File: src/rtl/adc_pkg.sv
// Shared types and constants for the ADC conversion scheduler.
// Holds the FSM state encoding, the result width and the timeout error code.
package adc_pkg;

  localparam int ADC_DW = 16;
  localparam logic [ADC_DW-1:0] ADC_ERR_CODE = 16'hFFFF;

  typedef enum logic [2:0] {
    IDLE,
    START,
    WAIT,
    DELIVER,
    GAP
  } state_t;

  // Index width for an n-entry vector, never narrower than one bit.
  function automatic int idx_w(input int n);
    return (n > 1) ? $clog2(n) : 1;
  endfunction

endpackage

File: src/rtl/rr_arbiter.sv
// Round-robin pick: first set request bit at or above ptr, wrapping around.
// Purely combinational, no state; gnt_vld is low when no request is set.
module rr_arbiter #(
  parameter int N  = 4,
  parameter int IW = (N > 1) ? $clog2(N) : 1
) (
  input  logic [N-1:0]  req,
  input  logic [IW-1:0] ptr,
  output logic          gnt_vld,
  output logic [IW-1:0] gnt_idx
);

  logic [2*N-1:0] dbl;
  logic [N-1:0]   rot;
  logic [IW:0]    sum;

  always_comb begin
    dbl     = {req, req};
    // rot[i] is the request that sits i places after the pointer
    rot     = dbl[ptr +: N];
    gnt_vld = |rot;
    sum     = '0;
    for (int i = N - 1; i >= 0; i--) begin
      if (rot[i]) begin
        sum = {1'b0, ptr} + (IW + 1)'(i);
      end
    end
    if (sum >= (IW + 1)'(N)) begin
      sum = sum - (IW + 1)'(N);
    end
    gnt_idx = sum[IW-1:0];
  end

endmodule

File: src/rtl/adc_conv_scheduler.sv
// Shares one serial ADC engine among NUM_REQ clients and a periodic auto channel; ack one cycle after conv_done.
// Clients hold req until ack; conversions are spaced by GAP_CYC idle cycles and guarded by a timeout.
module adc_conv_scheduler
  import adc_pkg::*;
#(
  parameter int NUM_REQ  = 4,
  parameter int TIMEOUT  = 4095,
  parameter int GAP_CYC  = 40,
  parameter int PERIOD_W = 16
) (
  input  logic                clk,
  input  logic                rst_n,
  input  logic [NUM_REQ-1:0]  req,
  output logic [NUM_REQ-1:0]  ack,
  output logic [ADC_DW-1:0]   rdata,
  output logic                rerr,
  output logic                conv_start,
  input  logic                conv_done,
  input  logic [ADC_DW-1:0]   conv_data,
  input  logic                auto_en,
  input  logic [PERIOD_W-1:0] period_cfg,
  output logic                auto_valid,
  output logic                overrun
);

  localparam int IW = idx_w(NUM_REQ);
  localparam int TW = $clog2(TIMEOUT + 2);
  localparam int GW = $clog2(GAP_CYC + 2);

  state_t        state, nstate;
  logic          owner_auto;
  logic [IW-1:0] owner_idx;
  logic [IW-1:0] rr_ptr;
  logic [TW-1:0] tmo_cnt;
  logic [GW-1:0] gap_cnt;
  logic [PERIOD_W-1:0] per_cnt;
  logic          auto_pend;
  logic          gnt_vld;
  logic [IW-1:0] gnt_idx;
  logic          per_run;
  logic          tick;
  logic          auto_clr;
  logic          tmo_hit;

  rr_arbiter #(
    .N  (NUM_REQ),
    .IW (IW)
  ) u_arb (
    .req     (req),
    .ptr     (rr_ptr),
    .gnt_vld (gnt_vld),
    .gnt_idx (gnt_idx)
  );

  assign tmo_hit  = (tmo_cnt == TW'(TIMEOUT));
  assign per_run  = auto_en && (period_cfg != '0);
  // A period shortened below the current count wraps at once instead of running to full scale
  assign tick     = per_run && (per_cnt >= period_cfg - 1'b1);
  assign auto_clr = (state == DELIVER) && owner_auto;

  always_ff @(posedge clk or negedge rst_n) begin
    if (!rst_n) begin
      state <= IDLE;
    end else begin
      state <= nstate;
    end
  end

  always_comb begin
    nstate     = state;
    conv_start = 1'b0;
    ack        = '0;
    auto_valid = 1'b0;
    case (state)
      IDLE: begin
        if (auto_pend || gnt_vld) begin
          nstate = START;
        end
      end
      START: begin
        conv_start = 1'b1;
        nstate     = WAIT;
      end
      WAIT: begin
        if (conv_done || tmo_hit) begin
          nstate = DELIVER;
        end
      end
      DELIVER: begin
        if (owner_auto) begin
          auto_valid = 1'b1;
        end else begin
          ack[owner_idx] = 1'b1;
        end
        nstate = GAP;
      end
      GAP: begin
        if (gap_cnt >= GW'(GAP_CYC)) begin
          nstate = IDLE;
        end
      end
      default: nstate = IDLE;
    endcase
  end

  always_ff @(posedge clk or negedge rst_n) begin
    if (!rst_n) begin
      owner_auto <= 1'b0;
      owner_idx  <= '0;
      rr_ptr     <= '0;
      tmo_cnt    <= '0;
      gap_cnt    <= '0;
      rdata      <= '0;
      rerr       <= 1'b0;
    end else begin
      case (state)
        IDLE: begin
          if (auto_pend) begin
            owner_auto <= 1'b1;
          end else if (gnt_vld) begin
            owner_auto <= 1'b0;
            owner_idx  <= gnt_idx;
          end
        end
        START: begin
          tmo_cnt <= '0;
        end
        WAIT: begin
          // A done pulse on the timeout cycle still delivers real data
          if (conv_done) begin
            rdata <= conv_data;
            rerr  <= 1'b0;
          end else if (tmo_hit) begin
            rdata <= ADC_ERR_CODE;
            rerr  <= 1'b1;
          end else begin
            tmo_cnt <= tmo_cnt + 1'b1;
          end
        end
        DELIVER: begin
          gap_cnt <= GW'(1);
          if (!owner_auto) begin
            rr_ptr <= (owner_idx == IW'(NUM_REQ - 1)) ? '0 : owner_idx + 1'b1;
          end
        end
        GAP: begin
          if (gap_cnt < GW'(GAP_CYC)) begin
            gap_cnt <= gap_cnt + 1'b1;
          end
        end
        default: ;
      endcase
    end
  end

  always_ff @(posedge clk or negedge rst_n) begin
    if (!rst_n) begin
      per_cnt   <= '0;
      auto_pend <= 1'b0;
      overrun   <= 1'b0;
    end else if (!per_run) begin
      per_cnt   <= '0;
      auto_pend <= 1'b0;
    end else begin
      per_cnt <= tick ? '0 : per_cnt + 1'b1;
      // A tick landing on the auto delivery re-arms without counting as lost
      if (tick) begin
        auto_pend <= 1'b1;
      end else if (auto_clr) begin
        auto_pend <= 1'b0;
      end
      if (tick && auto_pend && !auto_clr) begin
        overrun <= 1'b1;
      end
    end
  end

endmodule

File: config.mk
export PLATFORM = sky130hd
export DESIGN_NAME = adc_conv_scheduler
export DESIGN_NICKNAME = d
export VERILOG_FILES = /design/src/rtl/adc_pkg.sv /design/src/rtl/rr_arbiter.sv /design/src/rtl/adc_conv_scheduler.sv
export SDC_FILE = /design/constraint.sdc
export NUM_CORES = 1
export LEC_CHECK = 0
export ABC_AREA = 1
export BUFFER_PORTS_ARGS = -buffer_cell sky130_fd_sc_hd__buf_2
export CORE_UTILIZATION = 62
export DETAILED_ROUTE_END_ITERATION = 7
export PLACE_DENSITY = 0.95
export SETUP_SLACK_MARGIN = 0.2
export SLEW_MARGIN = 20
export SYNTH_ARGS = -nofsm -noshare
export SYNTH_HDL_FRONTEND = slang
export SYNTH_HIERARCHICAL = 1
export SYNTH_SLANG_ARGS = --single-unit
File: constraint.sdc
create_clock -name clk -period 4.2 [get_ports clk]
set_input_delay 0.21 -clock clk [delete_from_list [all_inputs] [get_ports clk]]
set_output_delay 0.21 -clock clk [all_outputs]
set_load 0.02 [all_outputs]
After elaboration in Yosys (flattened, before gate mapping)
Cells that the tools add are included.
- $lt $le $gt $ge: 6
- shift-type cells: 1
- muxes and demuxes: 33
- bitwise operators: 2
- equality and inequality tests: 13
- reductions and logical operators: 24
- add/sub/neg operators: 9
- operator list (kind ; number):
    $mux 16 ; 4
    $mux 13 ; 2
    $pmux 13 s2 ; 1
    $mux 3 ; 7
    $add 16x1->16 const B ; 1
    $ge 16x16->1 ; 1
    $reduce_bool 16->1 ; 1
    $sub 16x1->16 const B ; 1
    $pmux 3 s5 ; 1
    $add 13x1->13 const B ; 1
    $eq 13x12->1 const B ; 1
    $ne 2x2->1 const B ; 6
    $pmux 6 s2 ; 1
    $mux 1 ; 11
    $reduce_and 2->1 ; 5
    $reduce_and 3->1 ; 3
    $mux 4 ; 2
    $reduce_bool 2->1 ; 4
    $shiftx 8x3->4 ; 1
    $add 2x2->3 const B ; 2
    $add 6x1->6 const B ; 1
    $eq 3x2->1 const B ; 2
    $ge 6x6->1 const B ; 1
    $logic_and 1x1->1 ; 6
    19 further kinds ; 22
- bits in registers: 62
- logic and storage cells: 99
- output and inout port bits: 24

Longest topological paths before layout
Gate-level depths: netlist of run 1.
- word-level depth: 7
- mapped depth: 16
- depth with buffers taken out: 16

Cells and area by module
The synthesis of run 1 kept the hierarchy.
- modules (own cells, without submodules) (module ; times used ; cells each ; area each (µm²)):
    adc_conv_scheduler ; 1 ; 501 ; 3920.0
    rr_arbiter ; 1 ; 49 ; 250.2

Least setup slack after synthesis of run 1
Ideal clock, no wire load.
- path kind: input port to flip-flop
- start point: input period_cfg[0]
- end point: register per_cnt[10]
- data required time: 4080 ps
- data arrival time: 2146 ps
- library setup time: 120 ps
- stages: 15
- slack: 1934 ps
- cells stage by stage: inv_1 > ha_1 > inv_1 > nor3_2 > nand3_1 > nor3_1 > xor2_1 > inv_1 > ha_1 > nand4_1 > nor3_1 > nand2_1 > nand3_2 > buf_2 > nor2_1
- cells in the longest elaborated chain, start to end: 5
- ends and longest elaborated chain (item ; line ; RTL):
    start, declared ; adc_conv_scheduler.sv:21 ; input logic [PERIOD_W-1:0] period_cfg,
    $sub 16x1->16 or $reduce_bool 16->1 (tied branches) ; adc_conv_scheduler.sv:58, adc_conv_scheduler.sv:56 ;
    $ge 16x16->1 or $logic_and 1x1->1 (tied branches) ; adc_conv_scheduler.sv:58, adc_conv_scheduler.sv:56 ;
    $logic_and 1x1->1 ; adc_conv_scheduler.sv:58 ; assign tick = per_run && (per_cnt >= period_cfg - 1'b1);
    $mux 16 ; adc_conv_scheduler.sv:165 ; per_cnt <= tick ? '0 : per_cnt + 1'b1;
    $mux 16 (*) ; adc_conv_scheduler.sv:161 ; end else if (!per_run) begin
    end signal, assigned ; adc_conv_scheduler.sv:165 ;
    end, declared ; adc_conv_scheduler.sv:36 ; logic [PERIOD_W-1:0] per_cnt;
Mark *: on every way between the ends. The rest lies on a longest branch, timed or not.
A chain may end at the register's enable or synchronous reset.

Worst setup path after layout of run 1
- start point: input period_cfg[0]
- end point: register per_cnt[12]
Same word-level chain as after synthesis.

==> results of run 1 <==
-- routing by layer --
layer	GRT usage, %	up-vias	part of all wire (%)
li1	-	1881	-
met1	30.0	1715	42
met2	48.7	104	52
met3	5.64	23	4.3
met4	11.8	0	1.9
met5	0	-	0
-- how the worst max path moves through the flow --
stage	from	endpoint	slack [ps]	cells after the start
CTS	period_cfg[0]	per_cnt[4]	1850	14
global route	period_cfg[0]	per_cnt[7]	1510	14
floorplan	period_cfg[0]	per_cnt[10]	1930	15
finish	period_cfg[0]	per_cnt[12]	1840	14
global placement	period_cfg[0]	per_cnt[1]	1630	15
detailed placement	period_cfg[0]	per_cnt[12]	1490	14
-- area by class of cell --
cell class	instances	area, sq um
Clock buffer	11	141
Clock inverter	5	82.6
Fill cell	469	1690
Inverter	66	253
Multi-Input combinational cell	412	2280
Sequential cell	62	1550
Tap cell	77	96.3
Timing Repair Buffer	64	323
-- flip-flops by register name, indices dropped and copies added, names as in the netlist --
name	flops
owner_auto	1
auto_pend	1
rdata	16
owner_idx	2
per_cnt	16
overrun	1
state	3
rerr	1
gap_cnt	6
tmo_cnt	13
rr_ptr	2
-- power by group through the flow --
stage,Combinational [W],Clock (W),Sequential (W)
6_report,0.000882,0.000591,0.000848
5_1_grt,0.000991,0.000621,0.000866
4_1_cts,0.000882,0.000598,0.000847
3_5_place_dp,0.000878,0,0.000852
3_3_place_gp,0.000843,0,0.000844
2_1_floorplan,0.000589,0,0.000932
-- through the flow --
stage,util (%),area (sq um),instances
final,73.6,4730,697
after global routing,73.6,4730,697
after global placement,70.1,4500,681
after floorplan,-,4170,550
after CTS,73.6,4730,697
after detailed placement,70.1,4500,681
-- worst register-to-register path, cell delays in order, from the launching register on --
cell,delay [ps]
dfrtp_1,400
ha_1,270
nand3_2,150
nor3_4,240
nand3b_2,140
nand3_2,250
nand2_2,230
nand2_1,120
nand2_1,50
-- synthesized netlist by cell type (all sizes together) --
cell,number,area [sq um]
and3,2,12.5
nand3b,2,18.8
xnor2,11,96.3
clkbuf,2,7.51
o21bai,3,22.5
nor4,1,6.26
o21a,1,7.51
o211ai,1,7.51
nand3,46,255
dfrtp,62,1550
o31ai,1,7.51
o21ai,28,204
nor3,16,101
a21oi,13,65.1
inv,65,249
ha,25,313
nor2,93,352
buf,8,77.6
nand2,139,567
nand4,7,43.8
xor2,23,201
clkinv,1,3.75
-- logic make-up (layout without fill, tap and decap cells) --
kind of cell / after synthesis / in the layout / synth area share [%]
flip-flops: 62 / 62 / 37.2
AND/OR/NAND/NOR: 306 / 306 / 32.5
adder cells (fa/ha/maj): 25 / 25 / 7.50
AO/OA/AOI/OAI: 47 / 47 / 7.53
XOR/XNOR: 34 / 34 / 7.14
buffers and inverters: 76 / 146 / 8.10
-- layout by cell type, fill, tap and decap left out --
cell type   Yosys  layout
nor2_2          1       1
o21bai_1        3       3
nand2_4         3       3
clkbuf_8        0      10
dfrtp_1        62      62
nand3b_2        1       1
nand4_1         7       7
ha_1           25      25
nor3_1         13      13
o21a_1          1       1
nand3b_1        1       1
xnor2_1        11      11
a21oi_1        13      13
clkbuf_1        2       1
nand2_1       127     127
nand2_2         9       9
and3_1          2       2
inv_6           1       1
nand3_2         5       5
nor2_1         92      92
o21ai_2        17      17
nor4_1          1       1
nor3_2          2       2
clkinvlp_4      0       3
clkinv_1        1       1
nand3_1        41      41
o31ai_1         1       1
bufinv_16       0       2
buf_2           2      63
xor2_1         23      23
o21ai_0         9       9
nor3_4          1       1
buf_4           0       1
o21ai_1         2       2
inv_1          64      64
o211ai_1        1       1
==> flow_metrics.tcl, run 1 <==
set metrics [dict create \
    status "finished, violations left" \
    failed_checks "DRC" \
    clkSlewWorstSetupHoldPaths_ps 70 \
    cts_resized 0 \
    seq_power_share_pct 36.5 \
    fin_total_pwr_w 0.00232 \
    cts_setup_buffers 0 \
    switchingPower_w 0.000942 \
    die-area_sq_mm 0.00706 \
    synthesis.nets 615 \
    setup_viol 0 \
    drive_gt1_share_pct 19.2 \
    final_hold_viol_count 0 \
    yosysSeqAreaShare_pct 37.2 \
    period_share_pct 56.1 \
    p_int_w 0.00138 \
    diodes 0 \
    rsz0062_at_grt "no" \
    path_delay_family "simple AND/OR/NAND/NOR gates" \
    drc 2 \
    synth.cell_area_sq_mm 0.00417 \
    clock_skew_ps 9.28 \
    cts_tree "done" \
    startpoint_type "input port" \
    start_util_pct 64.9 \
    grt_pass1_vias 3749 \
    swShare_pct 40.6 \
    grt_max_degree 63 \
    drt_wl_total_um 8700 \
    ys_seq_elements 62 \
    cts_made_buffers 9 \
    slew_viol_final 0 \
    grt_first_pass_wirelength_um 15200 \
    dr_total_vias 3723 \
    r2r-end "tmo_cnt[11]" \
    gp_congestion 0.927 \
    ios 64 \
    ant_nets 0 \
    cap_viol_max_count 0 \
    cts_buffer_depth 2 \
    reg2reg_from "tmo_cnt[0]" \
    power.leakage_nw 2.49 \
    fmax_ghz 0.425 \
    first_pass_iters 7 \
    netlist_instances 550 \
    power_frac_comb_pct 38.0 \
    crit_chain "buf_2, inv_1, ha_1, inv_1, nor3_1, nand3_1, xnor2_1, inv_1, ha_1, nand4_1, a21oi_1, nor2_1, nand3_2, nor2_1" \
    wire_per_inst_um 12.5 \
    dieHeight_um 84.0 \
    core-area_sq_mm 0.00642 \
    vdd_ir_drop_max_mv 0.374 \
    io_buffer_count 63 \
    cp-end-kind "register" \
    routed_via_density 5.34 \
    finalWorstSetupSlack_ps 1840 \
    antenna_found_initial 0 \
    clockRootBuffer "clkbuf_8" \
    slowest_stage "nor3_1" \
    critical_path.max_stage_delay_ps 380 \
    htreeDepth 3 \
    area_growth_pct 13.4 \
    arrival_ps 2620 \
    powerDensity_mw_per_mm2 491 \
    cts_sinks 62 \
    hpwl_um 6440 \
    first_iter_violations 199 \
    reg2reg_slack_ps 2220 \
    crit_top_cell "inv_1" \
    rr_worst_depth 8 \
    min_path_type "in -> async" \
    crit_type "in -> reg" \
    layout_min_cycle_time_ps 2360 \
    p_clk_share_pct 25.5 \
    worstSkewPairLatency_ps 350 \
    pre_cts_ws_ps 1490 \
    whs_ps 30.2 \
    final_nets 680 \
    yosysWarnings 6 \
    syn_avg_cell_area_sq_um 7.58 \
    yosys.cell_types.count 33 \
    track_usage_pct 26.8 \
    fin_setup_tns_ps 0 \
    worst_pin_slew_ps 778 \
    crit_buf_inv 4 \
    grt_remaining_overflow 0 \
    hold_buffers 0 \
    die_w_um 84.0 \
    critPathMaxFanout 16 \
    maxSlewHeadroom_pct 48.1 \
    crit_required_ps 4470 \
    row_count 29 \
]
(Power assumes the default switching activity.)
==> inputs of run 2 (changes only) <==
--- a/config.mk
+++ b/config.mk
@@ -7,9 +7,9 @@
 export LEC_CHECK = 0
 export ABC_AREA = 1
 export BUFFER_PORTS_ARGS = -buffer_cell sky130_fd_sc_hd__buf_2
-export CORE_UTILIZATION = 62
+export CORE_UTILIZATION = 52
 export DETAILED_ROUTE_END_ITERATION = 7
-export PLACE_DENSITY = 0.95
+export PLACE_DENSITY = 0.87
 export SETUP_SLACK_MARGIN = 0.2
 export SLEW_MARGIN = 20
 export SYNTH_ARGS = -nofsm -noshare
==> constraint.sdc (replaced) <==
create_clock -name clk -period 2.1 [get_ports clk]
set_input_delay 0.105 -clock clk [delete_from_list [all_inputs] [get_ports clk]]
set_output_delay 0.105 -clock clk [all_outputs]
set_load 0.02 [all_outputs]
==> flow_metrics.tcl, run 2 (same netlist as run 1, synthesis figures left out) <==
set metrics [dict create \
    drc 0 \
    crit_type "in -> reg" \
    min_from "conv_data[7]" \
    drive_gt1_share_pct 29.6 \
    first_iter_violations 221 \
    grt_first_pass_wirelength_um 15600 \
    layout_commonest_cell "nand2_1" \
    cp-end-kind "register" \
    cap_viol_max_count 0 \
    worstSkewPairLatency_ps 340 \
    switchingPower_w 0.00189 \
    ant_nets 0 \
    ios 64 \
    track_usage_pct 23.2 \
    cts_made_buffers 9 \
    pre_cts_ws_ps -274 \
    critPathMaxFanout 8 \
    p_int_w 0.00276 \
    place_area_sq_mm 0.00485 \
    finalWorstSetupSlack_ps 65.9 \
    p_clk_share_pct 23.3 \
    fin_total_pwr_w 0.00465 \
    area_growth_pct 27.7 \
    swShare_pct 40.6 \
    cts_tree "done" \
    reg_top3 "per_cnt: 16 flops, rdata: 16 flops, tmo_cnt: 13 flops" \
    start_util_pct 54.0 \
    seq_power_share_pct 36.3 \
    slew_viol_final 0 \
    antenna_found_initial 0 \
    htreeDepth 3 \
    grt_remaining_overflow 0 \
    reg2reg_from "tmo_cnt[0]" \
    status "finished clean" \
    cts_sinks 62 \
    core-area_sq_mm 0.00773 \
    wire_per_inst_um 12.6 \
    startpoint_type "input port" \
    clock_skew_ps 8.42 \
    power.leakage_nw 2.71 \
    clockRootBuffer "clkbuf_8" \
    setup_viol 0 \
    first_pass_iters 4 \
    min_path_type "in -> reg" \
    layoutNonFillerInstCount 758 \
    die_w_um 91.6 \
    fillers 570 \
    layout_common_cells "122 x nand2_1, 70 x nor2_1, 62 x dfrtp_1, 61 x inv_1, 61 x buf_2" \
    layout_min_cycle_time_ps 2030 \
    diodes 0 \
    powerDensity_mw_per_mm2 874 \
    gp_congestion 0.904 \
    final_hold_viol_count 0 \
    fmax_ghz 0.492 \
    drt_wl_total_um 9550 \
    placedCellCount 735 \
    power_frac_comb_pct 40.4 \
    period_share_pct 96.9 \
    maxSlewHeadroom_pct 58.9 \
    vdd_ir_drop_max_mv 0.644 \
    routed_via_density 5.17 \
    fin_setup_tns_ps 0 \
    row_count 32 \
    worst_pin_slew_ps 617 \
    grt_pass1_vias 3714 \
    arrival_ps 2260 \
    grt_max_degree 38 \
    crit_start "period_cfg[0]" \
    final_cell_area_sq_mm 0.00532 \
    dr_total_vias 3917 \
    die-area_sq_mm 0.00838 \
    clkSlewWorstSetupHoldPaths_ps 70 \
    cts_buffer_depth 2 \
    crit_required_ps 2320 \
    rsz0062_at_grt "yes" \
    hpwl_um 6780 \
    dieHeight_um 91.6 \
    final_nets 717 \
    io_buffer_count 63 \
]
## run 2: changes by cell type in the layout (fill, tap and decap cells not counted), moves of 8 or more
cell    delta
nor2_1    -22
nor2_4     +8
buf_4     +32
nor2_2    +14
## run 2: layout make-up
class	count	area, sq um	share of cell area, %
Tap cell	102	128	2.40
Timing Repair Buffer	101	669	12.6
Sequential cell	62	1550	29.1
Clock inverter	3	42.5	0.799
Clock buffer	12	165	3.10
Inverter	66	280	5.26
Multi-Input combinational cell	412	2490	46.7
## run 2: critical path: stages
cell and delay (ps):
buf_12 110, inv_12 40, ha_4 140, inv_4 40, nor3_4 150, nand3_2 130, nor3_2 220, xor2_1 160
inv_1 60, ha_1 280, nand4_1 140, nor3_2 240, nand2_2 100, nand3_4 130, clkbuf_16 180, nor2_2 40
## run 2: per-stage QoR
step                hold slack, ps  utilization (%)
detailed placement             161             62.7
floorplan                     -191                -
global placement               151             62.7
CTS                           12.2             66.2
finish                        26.3             68.9
global route                  18.0             68.9
## run 2: power groups by stage
| stage | sequential, W | clock (W) | combinational [W] |
|---|---|---|---|
| finish | 0.00169 | 0.00109 | 0.00188 |
| global placement | 0.00169 | 0 | 0.00174 |
| global route | 0.00172 | 0.00114 | 0.00209 |
| floorplan | 0.00186 | 0 | 0.00119 |
| detailed placement | 0.00170 | 0 | 0.00182 |
| CTS | 0.00169 | 0.00111 | 0.00184 |
## run 2: worst paths after layout
| check | to | slack [ps] | cells after the start |
|---|---|---|---|
| setup / recovery | per_cnt[3] | 70 | 16 |
| hold / removal | rdata[7] | 30 | 3 |
| setup reg to reg | rdata[3] | 340 | 8 |
| hold reg to reg | overrun | 470 | 2 |
| max in group asynchronous | per_cnt[6] | 1170 | 3 |
| min in group asynchronous | tmo_cnt[6] | 320 | 2 |
## run 2: routing by layer
layer	global-route usage, %	part of all wire [%]	vias to the layer above
li1	-	-	1957
met4	8.33	1.7	0
met1	27.3	42	1851
met3	4.77	3.7	20
met2	41.5	53	89
met5	0	0	-
## run 2: repair_timing
| action | in CTS | in global routing |
|---|---|---|
| cloned | 0 | 1 |
| buffers inserted | 1 | 4 |
| pin swaps | 6 | 18 |
| hold buffers | 2 | 0 |
| gates resized for setup | 8 | 42 |
| setup endpoints to repair | 18 | 35 |
| hold endpoints to repair | 26 | 0 |
